### config.mk
export PLATFORM = sky130hd
export DESIGN_NAME = fizzbuzz_tokenizer
export DESIGN_NICKNAME = d
export VERILOG_FILES = /design/src/rtl/fizzbuzz_tokenizer.sv
export SDC_FILE = /design/constraint.sdc
export NUM_CORES = 1
export LEC_CHECK = 0
export BUFFER_PORTS_ARGS = -buffer_cell sky130_fd_sc_hd__buf_4
export CORE_MARGIN = 2
export CORE_UTILIZATION = 52
export DETAILED_ROUTE_END_ITERATION = 8
export GPL_TIMING_DRIVEN = 1
export PLACE_DENSITY = 0.73
export SYNTH_ARGS = -nofsm -noshare
export SYNTH_HDL_FRONTEND = slang
export SYNTH_SLANG_ARGS = --single-unit
export TNS_END_PERCENT = 20
### constraint.sdc
create_clock -name clk -period 2.47 [get_ports clk]
set_clock_uncertainty 0.05 [all_clocks]
set_input_delay 0.3705 -clock clk [delete_from_list [all_inputs] [get_ports clk]]
set_output_delay 0.3705 -clock clk [all_outputs]
set_load 0.02 [all_outputs]
### src/rtl/fizzbuzz_tokenizer.sv
// fizzbuzz_tokenizer: classifies fizz/buzz/fizzbuzz flags into a 2-bit token,
// tags it with a wrapping sequence index and buffers it in a FIFO.
// The FIFO drives a valid/ready output stream.
// Tokens arriving while the FIFO is full and not draining are dropped and counted.
module fizzbuzz_tokenizer #(
  parameter int unsigned MAX_CYCLES = 100,
  parameter int unsigned DEPTH      = 8,
  parameter int unsigned CNT_W      = 8
) (
  input  logic                          clk,
  input  logic                          reset,
  input  logic                          in_en,
  input  logic                          fizz,
  input  logic                          buzz,
  input  logic                          fizzbuzz,
  output logic                          out_valid,
  input  logic                          out_ready,
  output logic [1:0]                    out_kind,
  output logic [$clog2(MAX_CYCLES)-1:0] out_index,
  output logic [$clog2(DEPTH):0]        level,
  output logic                          overflow,
  output logic [CNT_W-1:0]              drop_cnt
);

  localparam int unsigned IdxW = $clog2(MAX_CYCLES);
  localparam int unsigned PtrW = $clog2(DEPTH);
  localparam int unsigned LvlW = PtrW + 1;

  logic [1:0]      kind;
  logic [1:0]      mem_kind [DEPTH];
  logic [IdxW-1:0] mem_idx  [DEPTH];
  logic [IdxW-1:0] idx;
  logic [PtrW-1:0] wr_ptr;
  logic [PtrW-1:0] rd_ptr;
  logic            full;
  logic            push;
  logic            pop;
  logic            accept;
  logic            drop;

  // Priority classification: fizzbuzz beats fizz beats buzz.
  always_comb begin
    kind = 2'd0;
    if (fizzbuzz)  kind = 2'd3;
    else if (fizz) kind = 2'd1;
    else if (buzz) kind = 2'd2;
  end

  // Handshake decode; a full FIFO still accepts when the head leaves this cycle.
  always_comb begin
    full      = (level == LvlW'(DEPTH));
    out_valid = (level != '0);
    push      = in_en;
    pop       = out_valid & out_ready;
    accept    = push & (~full | pop);
    drop      = push & full & ~pop;
    out_kind  = out_valid ? mem_kind[rd_ptr] : 2'd0;
    out_index = out_valid ? mem_idx[rd_ptr] : '0;
  end

  // Sequence index advances on every enabled cycle, dropped tokens included.
  always_ff @(posedge clk) begin
    if (reset) begin
      idx <= '0;
    end else if (in_en) begin
      if (idx == IdxW'(MAX_CYCLES - 1)) idx <= '0;
      else                              idx <= idx + IdxW'(1);
    end
  end

  // Token storage; contents are masked by out_valid so no reset is needed.
  always_ff @(posedge clk) begin
    if (accept) begin
      mem_kind[wr_ptr] <= kind;
      mem_idx[wr_ptr]  <= idx;
    end
  end

  // Pointers and occupancy; pointers wrap naturally since DEPTH is a power of 2.
  always_ff @(posedge clk) begin
    if (reset) begin
      wr_ptr <= '0;
      rd_ptr <= '0;
      level  <= '0;
    end else begin
      if (accept) wr_ptr <= wr_ptr + PtrW'(1);
      if (pop)    rd_ptr <= rd_ptr + PtrW'(1);
      case ({accept, pop})
        2'b10:   level <= level + LvlW'(1);
        2'b01:   level <= level - LvlW'(1);
        default: level <= level;
      endcase
    end
  end

  // Sticky overflow flag and saturating drop counter.
  always_ff @(posedge clk) begin
    if (reset) begin
      overflow <= 1'b0;
      drop_cnt <= '0;
    end else if (drop) begin
      overflow <= 1'b1;
      if (drop_cnt != '1) drop_cnt <= drop_cnt + CNT_W'(1);
    end
  end

endmodule

# Word-level counts from Yosys, hierarchy flattened
# Memories as Yosys holds them, arrays and structs flattened. A register that Yosys moved wholly into a read port is not among the register bits.
# Cells that the tools add are included.
[totals]
register_bits = 26
mem_bits_rw = 72
memories = 2
[op_classes]
n_addsub = 6
n_eq_ne = 5
n_mux = 13
n_bitwise = 7
n_reduce_logical = 3
[memory_table]
columns = ["memory", "words", "word_bits", "rd", "rd_clocked_by_memory_dff", "write_ports", "line", "text"]
rows = [
  ["mem_idx", 8, 7, 1, 1, 1, "31", "logic [IdxW-1:0] mem_idx [DEPTH];"],
  ["mem_kind", 8, 2, 1, 1, 1, "30", "logic [1:0] mem_kind [DEPTH];"],
]
[ops]
columns = ["op", "n"]
rows = [
  ["7-bit two-way mux", 2],
  ["3-bit two-way mux", 4],
  ["8-bit by 1-bit adder with 8-bit output, second input constant", 1],
  ["2-bit two-way mux", 4],
  ["8-bit inequality test, second input constant", 1],
  ["4-bit case mux with 2 select lines", 1],
  ["7-bit by 1-bit adder with 7-bit output, second input constant", 1],
  ["7-bit equality test, second input constant", 1],
  ["3-bit by 1-bit adder with 3-bit output, second input constant", 2],
  ["4-bit by 1-bit adder with 4-bit output, second input constant", 1],
  ["1-bit bitwise AND", 4],
  ["4-bit equality test, second input constant", 1],
  ["4-bit nonzero test", 1],
  ["4-bit by 1-bit subtractor with 4-bit output, second input constant", 1],
  ["2-bit by 1-bit equality test with 1-bit output, second input constant", 1],
  ["2-bit equality test, second input constant", 1],
  ["1-bit two-way mux", 2],
  ["1-bit inverter", 2],
  ["2-bit AND reduction", 1],
  ["2-bit nonzero test", 1],
  ["1-bit bitwise OR", 1],
]

# Logic depth before layout (Yosys ltp)
# Gate-level depths: netlist of run 1.
[logic_depth]
ltp_word = 6
depth_mapped = 12
depth_no_buf = 9

# Worst setup path before layout of run 1
# OpenSTA, ideal clock, no wires.
[synth_path]
kind = "input to register"
start = "input port out_ready"
end = "memory mem_idx[0][0] in the netlist's numbering, enable pin"
arrival_time_ns = 1.999
required_time_ns = 2.021
setup_slack_ns = 0.022
cell_stages = 4
n_path_buf = 1
cell_sequence = "clkbuf_1 nand2b_1 o21ai_4 nor4_1"
[synth_between]
elab_chain_cells = 5
[synth_lines]
columns = ["element", "line", "text"]
rows = [
  ["start, declared", "17", "input logic out_ready,"],
  ["1-bit bitwise AND", "54", "pop = out_valid & out_ready;"],
  ["1-bit bitwise OR", "55", "accept = push & (~full | pop);"],
  ["1-bit bitwise AND", "55", ""],
  ["1-bit two-way mux", "73", "if (accept) begin"],
  ["1-bit two-way mux (implied by the code)", "75", "mem_idx[wr_ptr] <= idx;"],
  ["end, declared", "31", ""],
]
# Every way passes these cells.

==> results of run 1 <==
-- flip-flops by register name, summed over array words and instances (netlist names), named ones only --
register  cells
rd_ptr        3
mem_idx      56
drop_cnt      8
mem_kind     16
wr_ptr        3
level         4
overflow      1
idx           7
-- power breakdown --
group | internal [mW] | switching (mW)
combinational | 0.264 | 0.313
sequential | 1.86 | 0.0371
clock | 0.391 | 0.600
-- worst reg2reg max path, stage by stage, from the launching register on --
cell	delay [ns]
dfxtp_1	0.32
or3_1	0.43
nor2_2	0.12
nor3_1	0.06
a21o_1	0.15
ha_1	0.19
nor4_1	0.37
o31a_1	0.19
nor3_1	0.04
-- metal layers --
layer,global-route usage (%),up-vias,routed length [um]
met2,33.6,54,3990
met4,6.04,0,57
met3,5.03,6,303
met1,23.9,1259,3380
li1,-,1188,-
met5,0,-,0
-- area by class of cell --
| class | count | area [um^2] |
|---|---|---|
| clock inverters | 7 | 66.3 |
| multi-input cells | 172 | 1450 |
| well taps | 105 | 131 |
| repair buffers | 42 | 328 |
| flip-flops and latches | 101 | 2740 |
| inverters | 3 | 11.3 |
| clock buffers | 9 | 124 |
| fillers | 656 | 3240 |
-- cell usage after synthesis (2+ instances only) --
master	number	share of area, %
clkbuf_1	4	0.35
nor3_4	2	0.76
or3_1	2	0.29
inv_1	3	0.26
nor3b_1	2	0.35
xor2_1	6	1.2
o211ai_1	2	0.35
buf_1	2	0.18
a21o_1	2	0.35
ha_1	5	1.5
nand4_1	4	0.59
nand3_1	7	0.82
and3_1	3	0.44
nor4_1	4	0.59
nand2b_1	8	1.2
mux2_2	2	0.53
mux2i_1	14	3.3
nor2_1	37	3.3
buf_4	2	0.35
buf_2	5	0.59
o31a_1	2	0.41
nor2b_1	4	0.59
o21ai_0	5	0.59
a21oi_1	5	0.59
nand2_1	8	0.70
a211oi_1	2	0.35
dfxtp_1	29	14
nor3_1	10	1.2
mux4_2	18	9.5
edfxtp_1	72	51
xnor2_1	3	0.62
-- layout by cell type (no fill, tap or decap), types with 2 or more instances in the layout --
cell type	instances
nor4_1	3
edfxtp_1	72
inv_1	3
mux4_2	18
nand3_1	7
o31a_1	2
xnor2_1	3
nor3b_1	2
nor2b_1	4
nand2_1	8
nor2_1	37
clkbuf_8	9
ha_1	5
inv_8	2
dfxtp_1	28
nor3_4	2
a211oi_1	2
xor2_1	6
mux2i_1	13
o21ai_0	5
and3_1	3
nand2b_1	8
clkinv_4	4
nand4_1	4
buf_4	41
a21o_1	2
mux2_2	2
or3_1	2
nor3_1	10
o211ai_1	2
a21oi_1	5
-- how the worst max path moves through the flow --
| stage | startpoint | end | cells after the start |
|---|---|---|---|
| 2_1_floorplan | out_ready | mem_idx[0][0] | 4 |
| 3_3_place_gp | flip-flop | out_index[6] | 5 |
| 5_1_grt | flip-flop | out_index[2] | 5 |
| 6_report | flip-flop | out_index[2] | 5 |
| 4_1_cts | flip-flop | out_index[6] | 5 |
| 3_5_place_dp | level[0] | level[2] | 8 |
-- logic make-up (layout without fill, tap and decap cells) --
logic type      count (synthesis)  after routing
fa+ha+maj                       5              5
xor+xnor                        9              9
buf+inv                        18             61
flops                         101            101
mux                            34             34
compound gates                 28             28
simple gates                   96             96
-- what timing repair did --
item,in CTS,in global routing
setup endpoints to repair,0,3
buffers inserted,0,0
gates resized for setup,0,2
-- through the flow --
step / setup slack (ns) / total power [mW] / hold WS [ns] / util [%] / std cells
2_1_floorplan: 0.0222 / 2.33 / 0.439 / - / 291
6_report: 0.152 / 3.46 / 0.313 / 59.9 / 439
3_5_place_dp: 0.420 / 2.52 / 0.420 / 57.5 / 423
3_3_place_gp: 0.502 / 2.51 / 0.411 / 57.5 / 423
4_1_cts: 0.0620 / 3.50 / 0.298 / 59.9 / 439
5_1_grt: 0.0287 / 3.62 / 0.308 / 59.9 / 439
==> run_results.csv, run 1 <==
group,metric,value,unit
run_status,status,"complete, no violations",
cts,cts_buffers,9,
cts,hold_buffers,0,
drt,vias_per_cell,5.71,
setup_path,path_max_fanout,18,
power_and_ir_drop,powerDensity,714,nW/um^2
drt,postRouteAntennaNets,0,
sta,period_share,93.8,%
drt,drt-pass1-iter-count,6,
drt,drt-initial-drc-count,113,
sta,setup_tns,0,ns
logic_synthesis,synth-seq-cells,101,
floorplanning,rows,33,
setup_path,worstPathArrival,1.90,ns
drt,routed_wl,7.73,mm
drt,vias,2507,
floorplanning,initial_core_util,52.7,%
setup_path,start_kind,"flip-flop",
sta,post-route-min-period,2.32,ns
cts,clockBufferDepth,2,
cts,cts_htree_levels,3,
grt,grt_util_all_layers,19.4,%
setup_path,crit_path_end_kind,"output pin",
sta,rsz0062_at_grt,"false",
logic_synthesis,synthMuxAreaShare,13.3,%
sta,fmax,431,MHz
cts,clk_pin_slew_worst_paths,0.10,ns
final_layout,layout.nets,341,
floorplanning,die_area,8950,um^2
floorplanning,ios,30,
logic_synthesis,syn_nets,303,
power_and_ir_drop,peakVddDrop,0.279,mV
min_path,hold_end,"wr_ptr[2]",
setup_path,r2r_cells,8,
logic_synthesis,synth_compound_area_share,5.07,%
cts,cts-root-buf,"clkbuf_8",
setup_path,max_stage_delay,0.53,ns
sta,worst_pin_slew,0.838,ns
logic_synthesis,synth_area,4270,um^2
place,dp_hpwl,5.13,mm
logic_synthesis,ys_types,48,
cts,clock_latency,0.37,ns
logic_synthesis,synth_warnings,0,
grt,grt_remaining_overflow,0,
sta,hold_viol_final,0,
sta,slew_headroom,43.9,%
logic_synthesis,synthAdderAreaFrac,1.47,%
grt,grt_pass1_vias,2547,
logic_synthesis,synthFlopType,"edfxtp_1",
cts,cts_num_sinks,101,
setup_path,crit_slowest_cell,"mux4_2",
min_path,hp-class,"in -> reg",
logic_synthesis,avgSynthCellArea,14.7,um^2
sta,finalSetupViolCount,0,
min_path,min_from,"reset",
logic_synthesis,synthXorXnorAreaFrac,1.85,%
setup_path,required,2.05,ns
setup_path,critPathKind,"reg -> out",
floorplanning,die_w,94.6,um
logic_synthesis,synth_top_family_by_area,"multiplexers",
grt,grt_max_degree,29,
final_layout,drive_gt1_share,26.9,%
floorplanning,die-height,94.6,um
setup_path,worstReg2RegStart,"level[0]",
setup_path,crit_buf_inv,2,
drt,drc,0,
place,gp_congestion,0.783,
job,maxCapViolCount,0,
final_layout,syn2layout_area_growth,13.6,%
grt,grt_pass1_wl,12.8,mm
final_layout,antennaDiodeCount,0,
grt,antenna_found_initial,0,
sta,drv_slew,0,
setup_path,crit_chain,"buf_12, mux4_2, mux2i_2, nor2_1, buf_4",
cts,cts_tree,"built",
min_path,whs_path_depth,2,
setup_path,critical_path.top_delay_family,"multiplexers",
place,postPlaceCellArea,4650,um^2
final_layout,postLayoutCellArea,4850,um^2
logic_synthesis,yosys.area_share.simple,11.9,%
logic_synthesis,synth-seq-area-share,64.3,%
logic_synthesis,synthCells,291,
setup_path,worstReg2RegEnd,"level[2]",
place,port_buffers,29,
logic_synthesis,async_reset_ff_share,0,%
power_and_ir_drop,power_leakage,1.65,nW
drt,wl_per_cell,17.6,um
floorplanning,core_area,8090,um^2
logic_synthesis,synth_edf_count,72,
setup_path,reg2reg_slack,0.43,ns
Power figures use the tool's default switching activity.
==> run 2, diff against run 1 <==
--- a/config.mk
+++ b/config.mk
@@ -6,11 +6,13 @@
 export NUM_CORES = 1
 export LEC_CHECK = 0
 export BUFFER_PORTS_ARGS = -buffer_cell sky130_fd_sc_hd__buf_4
+export CORE_ASPECT_RATIO = 1.25
 export CORE_MARGIN = 2
 export CORE_UTILIZATION = 52
 export DETAILED_ROUTE_END_ITERATION = 8
 export GPL_TIMING_DRIVEN = 1
 export PLACE_DENSITY = 0.73
+export RECOVER_POWER = 50
 export SYNTH_ARGS = -nofsm -noshare
 export SYNTH_HDL_FRONTEND = slang
 export SYNTH_SLANG_ARGS = --single-unit
==> run_results.csv, run 2 (synthesized netlist as in run 1, its figures left out) <==
group,metric,value,unit
setup_path,reg2reg_slack,0.41,ns
final_layout,layout.nets,342,
sta,hold_viol_final,0,
setup_path,crit_chain,"buf_12, mux4_2, mux2i_1, nor2_1, buf_4",
drt,drt-pass1-iter-count,4,
drt,drt-initial-drc-count,125,
sta,hold-worst-slack,0.321,ns
cts,cts-root-buf,"clkbuf_8",
sta,finalSetupViolCount,0,
final_layout,syn2layout_area_growth,11.1,%
cts,cts_tree,"built",
setup_path,required,2.05,ns
place,gp_congestion,0.757,
cts,cts_buffers,9,
setup_path,crit_buf_inv,2,
final_layout,reg.largest.list,"mem_idx x56, mem_kind x16, drop_cnt x8",
final_layout,largest_reg_flops,56,
floorplanning,initial_core_util,54.1,%
power_and_ir_drop,power_leakage,1.57,nW
cts,cts_resized,0,
min_path,hp-class,"in -> reg",
grt,grt_util_all_layers,18.2,%
cts,post_cts_buffers,0,
sta,slew_headroom,44.9,%
cts,cts_htree_levels,3,
sta,post-route-min-period,2.29,ns
power_and_ir_drop,powerDensity,711,nW/um^2
setup_path,path_depth,5,
cts,hold_buffers,0,
job,maxCapViolCount,0,
setup_path,worstPathArrival,1.87,ns
sta,rsz0062_at_grt,"false",
grt,grt_use_met1,22.2,%
grt,grt_remaining_overflow,0,
floorplanning,ios,30,
place,port_buffers,29,
sta,fmax,437,MHz
setup_path,crit_path_end_kind,"output pin",
grt,grt_max_degree,29,
drt,routed_wl,7.64,mm
setup_path,crit_slowest_cell,"mux4_2",
setup_path,critPathKind,"reg -> out",
sta,worst_pin_slew,0.823,ns
floorplanning,die_area,8950,um^2
drt,wl_per_cell,17.8,um
final_layout,antennaDiodeCount,0,
grt,grtUsageMet2,31.1,%
drt,drc,0,
grt,grt.met3_usage,3.99,%
grt,grt_pass1_wl,12.2,mm
final_layout,top_register,"mem_idx",
final_layout,mostFrequentLayoutCell,"edfxtp_1",
drt,postRouteAntennaNets,0,
setup_path,max_stage_delay,0.51,ns
cts,cts_num_sinks,101,
setup_path,start_kind,"flip-flop",
run_status,status,"complete, no violations",
drt,vias_per_cell,5.73,
setup_path,critical_path.top_delay_family,"multiplexers",
setup_path,worstReg2RegEnd,"level[2]",
sta,drv_slew,0,
grt,busiest_layer,"met2",
grt,antenna_found_initial,0,
setup_path,path_max_fanout,18,
floorplanning,die_w,85.0,um
sta,period_share,92.6,%
floorplanning,core_area,7880,um^2
cts,clk_pin_slew_worst_paths,0.09,ns
final_layout,most-common-layout-cells,"edfxtp_1 (72), nor2_1 (37), dfxtp_1 (29)",
grt,grt_pass1_vias,2444,
place,dp_hpwl,5.19,mm
power_and_ir_drop,peakVddDrop,0.414,mV
drt,vias,2466,
cts,clock_latency,0.36,ns
setup_path,worstReg2RegStart,"level[2]",
floorplanning,die-height,105,um
setup_path,cp-endpoint,"out_index[2]",
setup_path,r2r_cells,8,
cts,clockBufferDepth,2,
floorplanning,rows,36,
sta,setup_tns,0,ns
final_layout,drive_gt1_share,21.2,%
run 2: final cells by class:
class                      instances  area [um^2]
clock buffer                      10          128
sequential                       101         2740
timing repair buffer              43          283
inverter                           3         11.3
clock inverter                     6         47.5
multi-input combinational        172         1410
tap                               95          119
fill                             610         3140
run 2: worst register-to-register path, cell delays in order, from the launching register on:
cell,delay [ns]
dfxtp_1,0.39
or3_1,0.39
nor2_2,0.12
nor3_1,0.06
a21o_1,0.17
ha_1,0.19
nor4_1,0.37
o31a_1,0.19
nor3_1,0.04
run 2: how the worst min path moves through the flow:
stage	depth (start not counted)	start	endpoint	slack, ns
2_1_floorplan	2	rd_ptr[2]	flip-flop	0.44
5_1_grt	2	reset	wr_ptr[0]	0.31
3_3_place_gp	2	overflow	overflow	0.41
6_report	2	reset	idx[1]	0.32
4_1_cts	2	reset	idx[1]	0.31
3_5_place_dp	2	overflow	overflow	0.43
run 2: layer usage:
metal	up-vias	routed length, um
li1	1184	-
met1	1209	3080
met2	62	4070
met3	11	345
met4	0	138
met5	-	0
run 2: power breakdown:
| group | internal, mW | switching (mW) |
|---|---|---|
| Combinational | 0.244 | 0.297 |
| Sequential | 1.86 | 0.0374 |
| Clock | 0.376 | 0.557 |
| Total | 2.48 | 0.892 |
run 2: per-stage QoR:
step | worst slack, ns | utilization, % | area [um^2] | cells | total power [mW]
floorplan | 0.0222 | - | 4270 | 291 | 2.33
global placement | 0.459 | 59.0 | 4650 | 414 | 2.50
detailed placement | 0.383 | 59.0 | 4650 | 414 | 2.51
CTS | 0.129 | 61.2 | 4820 | 430 | 3.44
global route | 0.0706 | 60.2 | 4740 | 430 | 3.53
finish | 0.182 | 60.2 | 4740 | 430 | 3.37
